<file path="src/rtl/acc_core_pkg.sv">
// rtl/acc_core_pkg.sv - shared states, opcodes, field positions and write classes for the accumulator sequencer
package acc_core_pkg;

  typedef enum logic [2:0] {IDLE, FETCH, DECODE, EXEC, MEM, WB, HALT} stateT;
  typedef enum logic [1:0] {WR_NONE, WR_ACC, WR_REG, WR_MEM} wrClassT;

  // Instruction fields: Type=1 selects the I format
  localparam int TYPE_BIT = 8;
  localparam int ROP_HI = 7, ROP_LO = 4, REG_HI = 3, REG_LO = 0;
  localparam int IOP_HI = 7, IOP_LO = 5, IMM_HI = 4, IMM_LO = 0;

  localparam logic [3:0] OP_ADD  = 4'd0,  OP_LOAD = 4'd1,  OP_MVTO = 4'd3,  OP_SUB  = 4'd4;
  localparam logic [3:0] OP_AND  = 4'd5,  OP_OR   = 4'd6,  OP_XOR  = 4'd7,  OP_STR  = 4'd8;
  localparam logic [3:0] OP_MVFR = 4'd9,  OP_SLT  = 4'd10, OP_BTRU = 4'd11, OP_SHL  = 4'd12;
  localparam logic [3:0] OP_NOT  = 4'd13, OP_HALT = 4'd15;

  localparam logic [2:0] OP_ADDI = 3'd1, OP_SUBI = 3'd2, OP_B = 3'd3, OP_LSLI = 3'd4, OP_LSRI = 3'd5;

  // LOAD lands in the accumulator, so it is ACC; only STR targets memory
  function automatic wrClassT writeClass(input logic isI, input logic [3:0] op);
    wrClassT wc;
    wc = WR_NONE;
    if (!isI) begin
      case (op)
        OP_ADD, OP_LOAD, OP_SUB, OP_AND, OP_OR, OP_XOR,
        OP_MVFR, OP_SLT, OP_SHL, OP_NOT: wc = WR_ACC;
        OP_MVTO:                         wc = WR_REG;
        OP_STR:                          wc = WR_MEM;
        default:                         wc = WR_NONE;
      endcase
    end else begin
      case (op[2:0])
        OP_ADDI, OP_SUBI, OP_LSLI, OP_LSRI: wc = WR_ACC;
        default:                            wc = WR_NONE;
      endcase
    end
    return wc;
  endfunction

endpackage

</file>
<file path="src/rtl/acc_decode.sv">
// rtl/acc_decode.sv - combinational instruction-register decode for the accumulator sequencer
module acc_decode
  import acc_core_pkg::*;
(
  input  logic [8:0] ir,
  output logic       aluType,
  output logic [3:0] rOp,
  output logic [2:0] iOp,
  output logic [4:0] imm,
  output logic       accWrite,
  output logic       regWrite,
  output logic       isBranch,
  output logic       isMem,
  output logic       isStore,
  output logic       isHalt,
  output logic       illegal,
  output logic [4:0] lutAddr
);

  wrClassT wc;

  always_comb begin
    aluType  = ir[TYPE_BIT];
    rOp      = ir[ROP_HI:ROP_LO];
    iOp      = ir[IOP_HI:IOP_LO];
    imm      = ir[IMM_HI:IMM_LO];
    wc       = writeClass(aluType, aluType ? {1'b0, iOp} : rOp);
    accWrite = (wc == WR_ACC);
    regWrite = (wc == WR_REG);
    isBranch = aluType ? (iOp == OP_B) : (rOp == OP_BTRU);
    isMem    = !aluType && (rOp == OP_LOAD || rOp == OP_STR);
    isStore  = !aluType && (rOp == OP_STR);
    isHalt   = !aluType && (rOp == OP_HALT);
    illegal  = aluType ? (iOp == 3'd0 || iOp == 3'd6 || iOp == 3'd7)
                       : (rOp == 4'd2 || rOp == 4'd14);
    lutAddr  = 5'd0;
    if (isBranch) lutAddr = aluType ? imm : {1'b0, ir[REG_HI:REG_LO]};
  end

endmodule

</file>
<file path="src/rtl/acc_core_ctrl.sv">
// rtl/acc_core_ctrl.sv - multi-cycle fetch/decode/exec/mem/writeback sequencer for the accumulator ALU
module acc_core_ctrl
  import acc_core_pkg::*;
#(
  parameter int PC_W     = 10,
  parameter int START_PC = 0
) (
  input  logic            Clk,
  input  logic            Reset,
  input  logic            Start,
  output logic            InstReq,
  output logic [PC_W-1:0] InstAddr,
  input  logic            InstAck,
  input  logic [8:0]      InstData,
  output logic            AluType,
  output logic [3:0]      AluROp,
  output logic [2:0]      AluIOp,
  output logic [4:0]      AluImm,
  input  logic            AluBranch,
  output logic [3:0]      RegSel,
  output logic            OperandSel,
  output logic            MemReq,
  output logic            MemWe,
  input  logic            MemAck,
  output logic [4:0]      LutAddr,
  input  logic [PC_W-1:0] LutTarget,
  output logic            AccWe,
  output logic            RegWe,
  output logic            Busy,
  output logic            Done,
  output logic            IllegalOp
);

  stateT           state;
  logic [PC_W-1:0] pc;
  logic [8:0]      ir;
  logic            taken;

  logic       dAluType, dAccWrite, dRegWrite, dBranch, dMem, dStore, dHalt, dIllegal;
  logic [3:0] dROp;
  logic [2:0] dIOp;
  logic [4:0] dImm, dLutAddr;

  acc_decode uDecode (
    .ir       (ir),
    .aluType  (dAluType),
    .rOp      (dROp),
    .iOp      (dIOp),
    .imm      (dImm),
    .accWrite (dAccWrite),
    .regWrite (dRegWrite),
    .isBranch (dBranch),
    .isMem    (dMem),
    .isStore  (dStore),
    .isHalt   (dHalt),
    .illegal  (dIllegal),
    .lutAddr  (dLutAddr)
  );

  assign InstAddr = pc;

  always_ff @(posedge Clk or posedge Reset) begin
    if (Reset) begin
      state      <= IDLE;
      pc         <= PC_W'(START_PC);
      ir         <= '0;
      taken      <= 1'b0;
      InstReq    <= 1'b0;
      MemReq     <= 1'b0;
      MemWe      <= 1'b0;
      OperandSel <= 1'b0;
      AccWe      <= 1'b0;
      RegWe      <= 1'b0;
      Busy       <= 1'b0;
      Done       <= 1'b0;
      IllegalOp  <= 1'b0;
      AluType    <= 1'b0;
      AluROp     <= '0;
      AluIOp     <= '0;
      AluImm     <= '0;
      RegSel     <= '0;
      LutAddr    <= '0;
    end else begin
      case (state)
        IDLE, HALT: begin
          if (Start) begin
            state   <= FETCH;
            pc      <= PC_W'(START_PC);
            InstReq <= 1'b1;
            Busy    <= 1'b1;
            Done    <= 1'b0;
          end
        end
        FETCH: begin
          if (InstAck) begin
            ir      <= InstData;
            InstReq <= 1'b0;
            state   <= DECODE;
          end
        end
        DECODE: begin
          AluType   <= dAluType;
          AluROp    <= dROp;
          AluIOp    <= dIOp;
          AluImm    <= dImm;
          RegSel    <= ir[REG_HI:REG_LO];
          LutAddr   <= dLutAddr;
          IllegalOp <= dIllegal;
          state     <= EXEC;
        end
        EXEC: begin
          // ALU controls have been stable a full cycle, so the branch flag is settled here
          IllegalOp <= 1'b0;
          taken     <= dBranch & AluBranch;
          if (dMem) begin
            state      <= MEM;
            MemReq     <= 1'b1;
            MemWe      <= dStore;
            OperandSel <= !dStore;
          end else if (dHalt) begin
            state <= HALT;
            Busy  <= 1'b0;
            Done  <= 1'b1;
          end else begin
            state <= WB;
            AccWe <= dAccWrite;
            RegWe <= dRegWrite;
          end
        end
        MEM: begin
          if (MemAck) begin
            MemReq <= 1'b0;
            MemWe  <= 1'b0;
            AccWe  <= dAccWrite;
            state  <= WB;
          end
        end
        WB: begin
          AccWe      <= 1'b0;
          RegWe      <= 1'b0;
          OperandSel <= 1'b0;
          pc         <= taken ? LutTarget : pc + 1'b1;
          InstReq    <= 1'b1;
          state      <= FETCH;
        end
        default: state <= IDLE;
      endcase
    end
  end

endmodule

</file>
<file path="config.mk">
export PLATFORM = sky130hd
export DESIGN_NAME = acc_core_ctrl
export DESIGN_NICKNAME = d
export VERILOG_FILES = /design/src/rtl/acc_core_pkg.sv /design/src/rtl/acc_decode.sv /design/src/rtl/acc_core_ctrl.sv
export SDC_FILE = /design/constraint.sdc
export NUM_CORES = 1
export LEC_CHECK = 0
export ABC_AREA = 0
export CORE_MARGIN = 1.5
export CORE_UTILIZATION = 50
export CTS_CLUSTER_DIAMETER = 30
export DETAILED_ROUTE_END_ITERATION = 12
export PLACE_DENSITY = 0.8
export SETUP_SLACK_MARGIN = 0.2
export SLEW_MARGIN = 10
export SYNTH_ARGS = -nofsm -noshare
export SYNTH_HDL_FRONTEND = slang
export SYNTH_HIERARCHICAL = 1
export SYNTH_SLANG_ARGS = --single-unit
</file>
<file path="constraint.sdc">
create_clock -name Clk -period 2.6 [get_ports Clk]
set_input_delay 0.39 -clock Clk [delete_from_list [all_inputs] [get_ports Clk]]
set_output_delay 0.39 -clock Clk [all_outputs]
set_load 0.005 [all_outputs]
</file>
==> results of run 1 <==
-- worst max-delay path, stage by stage (launching register included) --
cell and delay, ps:
dfrtp_1 610, nand2b_1 420, nor2_4 140, buf_4 300
mux2_2 380
-- area by class of cell --
| cell class | count | area (um2) |
|---|---|---|
| fill | 465 | 1980 |
| clock inverter | 3 | 25.0 |
| inverter | 6 | 22.5 |
| tap | 72 | 90.1 |
| timing repair buffer | 71 | 696 |
| sequential | 54 | 1350 |
| clock buffer | 5 | 68.8 |
| multi-input combinational | 183 | 1270 |
-- cell families after synthesis --
family                   after synthesis
adder cells (fa/ha/maj)                1
AO/OA/AOI/OAI                         63
multiplexers                          33
AND/OR/NAND/NOR                       84
XOR/XNOR                               2
buffers and inverters                 36
flip-flops                            54
-- registers in the layout, summed over array words and instances (netlist names) --
| register | count |
|---|---|
| ir | 9 |
| AluIOp | 3 |
| AluROp | 4 |
| LutAddr | 5 |
| Busy | 1 |
| AluType | 1 |
| MemWe | 1 |
| InstReq | 1 |
| Done | 1 |
| RegWe | 1 |
| IllegalOp | 1 |
| AccWe | 1 |
| InstAddr | 10 |
| RegSel | 4 |
| state | 3 |
| OperandSel | 1 |
| MemReq | 1 |
| AluImm | 5 |
| taken | 1 |
-- worst max-delay path by stage --
stage,start,slack [ps],endpoint
after floorplan,ir[8]$_DFFE_PP0P_,880,AccWe$_DFFE_PP0P_
after global placement,state[2]$_DFFE_PP0P_,690,AluIOp[2]$_DFFE_PP0P_
after detailed placement,state[2]$_DFFE_PP0P_,660,AluType$_DFFE_PP0P_
after CTS,state[2]$_DFFE_PP0P_,640,AluType$_DFFE_PP0P_
after global routing,ir[5]$_DFFE_PP0P_,440,state[1]$_DFFE_PP0P_
final,state[2]$_DFFE_PP0P_,620,AluType$_DFFE_PP0P_
-- routing by layer --
metal / GRT usage (%) / wire (um) / part of all wire (%)
met2: 35.4 / 2900 / 49
met5: 0 / 0 / 0
met3: 6.16 / 475 / 7.9
met4: 5.00 / 57 / 0.95
met1: 27.1 / 2550 / 43
-- power groups by stage --
stage	combinational (W)	sequential (W)	clock, W
2_1_floorplan	0.00141	0.00146	0
3_3_place_gp	0.00176	0.00161	0
3_5_place_dp	0.00180	0.00163	0
4_1_cts	0.00182	0.00161	0.000500
5_1_grt	0.00200	0.00169	0.000533
6_report	0.00181	0.00161	0.000487
-- layout by cell type, fill, tap and decap left out, types with 5 or more instances in the layout --
| master | synthesis | layout |
|---|---|---|
| buf_4 | 19 | 6 |
| nand2b_1 | 7 | 7 |
| nor2_1 | 11 | 11 |
| o21ai_1 | 10 | 10 |
| clkdlybuf4s50_1 | 0 | 65 |
| dfrtp_1 | 54 | 54 |
| o2bb2ai_1 | 6 | 6 |
| nor3_1 | 10 | 10 |
| clkbuf_8 | 0 | 5 |
| o21ai_0 | 17 | 17 |
| inv_1 | 6 | 5 |
| nand2_1 | 20 | 20 |
| a21oi_1 | 15 | 15 |
| mux2_2 | 30 | 30 |
| nand3_1 | 6 | 6 |
-- stage by stage --
stage | total power, W | setup slack (ps) | hold WS [ps]
2_1_floorplan | 0.00286 | 879 | 463
3_3_place_gp | 0.00337 | 694 | 466
3_5_place_dp | 0.00343 | 664 | 476
4_1_cts | 0.00393 | 639 | 500
5_1_grt | 0.00422 | 438 | 530
6_report | 0.00391 | 624 | 490
==> results.tsv, run 1 <==
stage	metric	value	unit
status	status	completed	
final_layout	# diodes	0	
final_layout	share of layout cells above drive strength 1	16.8	%
power	Cell Pwr Density	1110	nW/um2
synthesis	area fraction of the dominant cell type after synthesis	47.3	%
power	VDD IR-drop max	624	uV
final_layout	design area	3520	um2
synthesis	main combinational cell family by area after synthesis	simple AND/OR/NAND/NOR gates	
sta	Fin Setup TNS	0	ps
worst_hold_path	Hold Startpoint	IllegalOp$_DFFE_PP0P_	
synthesis	Syn Area/Cell	10.5	um2
clock_tree	Post-CTS Setup Bufs	0	
synthesis	net count after synthesis	299	
global_routing	initial antenna violation count	0	
sta	Worst slew margin	53.4	%
placement	GP Congestion	0.834	
detailed_routing	# DRC	0	
clock_tree	Worst-path clk slew	100	ps
critical_path	WP data arrival	2180	ps
synthesis	area share of fa/ha/maj cells after synthesis	0.438	%
global_routing	largest net degree at the start of global routing	55	
power	sequential power share	41.2	%
worst_hold_path	Hold Path Stages	2	
floorplanning	core area	5510	um2
synthesis	post-synthesis async set-or-reset flop share	100	%
clock_tree	CTS Hold Buffers Added	0	
detailed_routing	drt pass-1 iters	4	
critical_path	Max FO, Critical Path	22	
critical_path	Worst Setup End Kind	flip-flop	
power	Pleak	1.42	nW
placement	area post-placement	3430	um2
critical_path	FF-to-FF path depth	4	
synthesis	Post-synth EDFFs	0	
sta	Fin. Hold Viols	0	
power	Clk network pwr share	12.5	%
critical_path	Worst R2R Start	state[2]$_DFFE_PP0P_	
sta	RSZ-0062 raised after global routing	false	
synthesis	Syn Std Cell Area	2860	um2
synthesis	top post-synthesis cells by area	dfrtp_1 47%, mux2_2 12%, buf_4 5.0%, o21ai_0 3.0%, a21oi_1 2.6%	
sta	Clock Skews	5.99	ps
final_layout	Area growth syn-to-layout	23.3	%
synthesis	simple-gate share of the synthesized area	16.3	%
floorplanning	die height	78.6	um
critical_path	crit start category	flip-flop	
synthesis	number of distinct library cells after synthesis	48	
clock_tree	clk sinks	54	
clock_tree	Num CTS Buffers	5	
global_routing	first-pass GRT wire length	10300	um
power	part of the power in combinational logic	46.3	%
detailed_routing	Via Count	2241	
worst_hold_path	HP Class	reg2reg	
sta	Slew @ Worst Pin	699	ps
final_layout	Final Core Density	64.0	%
critical_path	CP Class	reg2reg	
floorplanning	die area	6180	um2
sta	Final Critical Period	1980	ps
power	Pint	0.00247	W
synthesis	sequential share of the synthesized area	47.3	%
global_routing	Total GRT Usage	21.2	%
critical_path	flop2flop setup slack	620	ps
detailed_routing	Final ANT Viol Nets	0	
run	max-cap violations	0	
synthesis	Top FF cell, synth	dfrtp_1	
synthesis	Post-Synth XOR/XNOR Area	0.613	%
synthesis	Yosys top cell by area	dfrtp_1	
sta	final setup violation count	0	
floorplanning	Die X	78.6	um
global_routing	vias in the first global route	2184	
synthesis	multiplexer share of the synthesized area	12.9	%
detailed_routing	Routed WL	5980	um
detailed_routing	routed length per instance	15.2	um
critical_path	WP data required	2800	ps
sta	fmax	506	MHz
global_routing	remaining global-route overflow	0	
synthesis	register bit total from synthesis	54	
floorplanning	I/O Pins	66	
clock_tree	CTS max path bufs	2	
synthesis	Post-Synthesis Cells	273	
placement	Placed Instances	386	
power	Switching Fraction	36.7	%
final_layout	final-stage net count	347	
critical_path	Reg-to-Reg End	AluType$_DFFE_PP0P_	
clock_tree	root cell of the clock tree	clkbuf_8	
clock_tree	CTS tree	built	
detailed_routing	number of DRC markers in iteration 0	150	
clock_tree	PostCTS Resize Cnt	0	
synthesis	complex-gate fraction of the synthesized area	14.0	%
worst_hold_path	Hold EP	IllegalOp$_DFFE_PP0P_	
synthesis	most frequent cells after synthesis	54 x dfrtp_1, 30 x mux2_2, 20 x nand2_1	
final_layout	Final Non-Filler Cells	394	
synthesis	top-count cell post-synth	dfrtp_1	
power	Switching Power	0.00143	W
clock_tree	clk_lat worst skew	310	ps
synthesis	Syn. warnings	6	
floorplanning	row count	27	
sta	period utilization	76.0	%
placement	Detail Placement HPWL	4090	um
clock_tree	Max H-tree Level	2	
floorplanning	Initial Util	51.9	%
detailed_routing	vias per cell	5.69	
sta	Final Max Slew Viols	0	
placement	Buffers on Ports	65	
Power figures use the tool's default switching activity.
==> run 2: changes to the inputs <==
--- a/config.mk
+++ b/config.mk
@@ -7,10 +7,10 @@
 export LEC_CHECK = 0
 export ABC_AREA = 0
 export CORE_MARGIN = 1.5
-export CORE_UTILIZATION = 50
+export CORE_UTILIZATION = 46
 export CTS_CLUSTER_DIAMETER = 30
 export DETAILED_ROUTE_END_ITERATION = 12
-export PLACE_DENSITY = 0.8
+export PLACE_DENSITY = 0.77
 export SETUP_SLACK_MARGIN = 0.2
 export SLEW_MARGIN = 10
 export SYNTH_ARGS = -nofsm -noshare
==> constraint.sdc (replaced) <==
create_clock -name Clk -period 1.65 [get_ports Clk]
set_input_delay 0.2475 -clock Clk [delete_from_list [all_inputs] [get_ports Clk]]
set_output_delay 0.2475 -clock Clk [all_outputs]
set_load 0.005 [all_outputs]
==> run 2 against run 1 <==
  * Global-route usage grew 0.61 points
  * Final cell count grew 14%
  * Clock power grew 87%
  * First-iteration DRC count shrank 17%
  * Wire length grew 26%
  * Largest power group unchanged
  * Highest routed layer unchanged
==> results.tsv, run 2 (same netlist as run 1, synthesis figures left out) <==
stage	metric	value	unit
sta	final setup violation count	0	
placement	Buffers on Ports	65	
sta	Fin. Hold Viols	0	
run	max-cap violations	0	
status	status	completed	
critical_path	flop2flop setup slack	140	ps
floorplanning	Initial Util	48.0	%
floorplanning	I/O Pins	66	
placement	GP Congestion	0.844	
clock_tree	clk_lat worst skew	310	ps
final_layout	fillers	431	
placement	area post-placement	3610	um2
global_routing	first-pass GRT wire length	11200	um
clock_tree	CTS max path bufs	2	
clock_tree	Max H-tree Level	2	
final_layout	# diodes	0	
critical_path	WP data required	1850	ps
placement	Detail Placement HPWL	4500	um
power	Pleak	2.17	nW
critical_path	crit start category	flip-flop	
global_routing	largest net degree at the start of global routing	35	
final_layout	final-stage net count	400	
detailed_routing	Via Count	2510	
critical_path	Max FO, Critical Path	8	
final_layout	Area growth syn-to-layout	49.9	%
final_layout	Final Core Density	72.0	%
floorplanning	row count	28	
critical_path	Worst Setup End Kind	flip-flop	
clock_tree	CTS tree	built	
critical_path	Reg-to-Reg End	ir[8]$_DFFE_PP0P_	
critical_path	WP data arrival	1710	ps
sta	RSZ-0062 raised after global routing	true	
detailed_routing	number of DRC markers in iteration 0	124	
global_routing	Total GRT Usage	21.8	%
sta	period utilization	91.7	%
floorplanning	die height	81.8	um
sta	Clock Skews	7.14	ps
critical_path	CP Class	reg2reg	
final_layout	share of layout cells above drive strength 1	34.7	%
sta	Final Max Slew Viols	0	
power	VDD IR-drop max	955	uV
floorplanning	Die X	81.8	um
sta	setup ws final	137	ps
power	Pwr Total	0.00767	W
detailed_routing	drt pass-1 iters	4	
detailed_routing	vias per cell	5.58	
detailed_routing	# DRC	0	
detailed_routing	Routed WL	7560	um
clock_tree	root cell of the clock tree	clkbuf_8	
sta	Final Critical Period	1510	ps
global_routing	vias in the first global route	2430	
floorplanning	die area	6700	um2
sta	fmax	661	MHz
detailed_routing	routed length per instance	16.8	um
clock_tree	clk sinks	54	
power	Cell Pwr Density	1790	nW/um2
final_layout	design area	4290	um2
final_layout	most frequent cells in the layout	49 x dfrtp_1, 49 x buf_4, 36 x clkdlybuf4s50_1, 24 x dlymetal6s2s_1, 19 x nand2_1	
final_layout	max FFs per register	10	
sta	Slew @ Worst Pin	345	ps
global_routing	initial antenna violation count	0	
clock_tree	Worst-path clk slew	100	ps
clock_tree	Num CTS Buffers	5	
critical_path	FF-to-FF path depth	3	
floorplanning	core area	5960	um2
detailed_routing	Final ANT Viol Nets	0	
sta	Worst slew margin	76.7	%
critical_path	Worst R2R Start	state[2]$_DFFE_PP0P_	
placement	worst slack, placed	-98.2	ps
global_routing	remaining global-route overflow	0	
clock_tree	CTS Hold Buffers Added	0	
worst_hold_path	HP Class	in2async	
run 2: cell count changes in the layout (fill, tap and decap cells not counted), moves of 7 or more:
cell	delta
o21ai_0	-7
clkdlybuf4s50_1	-29
mux2_4	+14
buf_4	+43
dlymetal6s2s_1	+24
mux2_2	-13
run 2: worst max-delay path by stage:
| stage | slack [ps] | end | from | cells past startpoint |
|---|---|---|---|---|
| final | 140 | ir[8]$_DFFE_PP0P_ | state[2]$_DFFE_PP0P_ | 3 |
| after detailed placement | -100 | ir[8]$_DFFE_PP0P_ | InstAck | 4 |
| after global routing | 70 | Done$_DFFE_PP0P_ | ir[4]$_DFFE_PP0P_ | 7 |
| after global placement | -80 | ir[4]$_DFFE_PP0P_ | InstAck | 4 |
| after floorplan | 70 | AccWe$_DFFE_PP0P_ | ir[8]$_DFFE_PP0P_ | 7 |
| after CTS | 150 | InstAddr[3]$_DFFE_PP0P_ | state[1]$_DFFE_PP0P_ | 5 |
run 2: through the flow:
step / TNS, ps / hold slack (ps) / cells
after floorplan: 0 / 315 / 273
after global placement: -746 / 472 / 404
after detailed placement: -803 / 479 / 404
after CTS: 0 / 328 / 434
after global routing: 0 / 352 / 450
final: 0 / 320 / 450
run 2: what timing repair did:
| action | 4_1_cts | 5_1_grt |
|---|---|---|
| pin swaps | 6 | 10 |
| buffers inserted | 21 | 14 |
| gates cloned | 1 | 2 |
| setup endpoints to repair | 66 | 78 |
| gates resized for setup | 25 | 58 |
run 2: area by class of cell:
| type | count | area, um2 | area share, % |
|---|---|---|---|
| multi-input combinational | 183 | 1460 | 34.2 |
| sequential | 54 | 1360 | 31.7 |
| timing repair buffer | 124 | 1230 | 28.8 |
| tap | 75 | 93.8 | 2.19 |
| clock buffer | 6 | 72.6 | 1.69 |
| clock inverter | 2 | 37.5 | 0.876 |
| inverter | 6 | 26.3 | 0.613 |
run 2: routing by layer:
layer / part of all wire, % / global-route usage (%) / up-vias / wire length, um
li1: - / - / 1164 / -
met1: 42 / 27.5 / 1259 / 3160
met2: 52 / 37.5 / 83 / 3900
met3: 6.2 / 5.22 / 4 / 468
met4: 0.41 / 5.59 / 0 / 31
met5: 0 / 0 / - / 0
run 2: report_power, final:
| part | total [W] | internal (W) | leakage, nW | switching (W) |
|---|---|---|---|---|
| logic | 0.00444 | 0.00256 | 1.44 | 0.00187 |
| registers | 0.00232 | 0.00189 | 0.672 | 0.000432 |
| clock network | 0.000909 | 0.000454 | 0.0514 | 0.000455 |
run 2: critical path: stages (launching register included):
cell,delay (ps)
dfrtp_2,490
nor4bb_4,360
buf_4,220
mux2_2,340
==> run 3: changes to the inputs <==
--- a/config.mk
+++ b/config.mk
@@ -12,7 +12,6 @@
 export DETAILED_ROUTE_END_ITERATION = 12
 export PLACE_DENSITY = 0.77
 export SETUP_SLACK_MARGIN = 0.2
-export SLEW_MARGIN = 10
 export SYNTH_ARGS = -nofsm -noshare
 export SYNTH_HDL_FRONTEND = slang
 export SYNTH_HIERARCHICAL = 1
==> results of run 3 <==
Same layout as run 2: the final DEF is identical, and so are final timing and power.
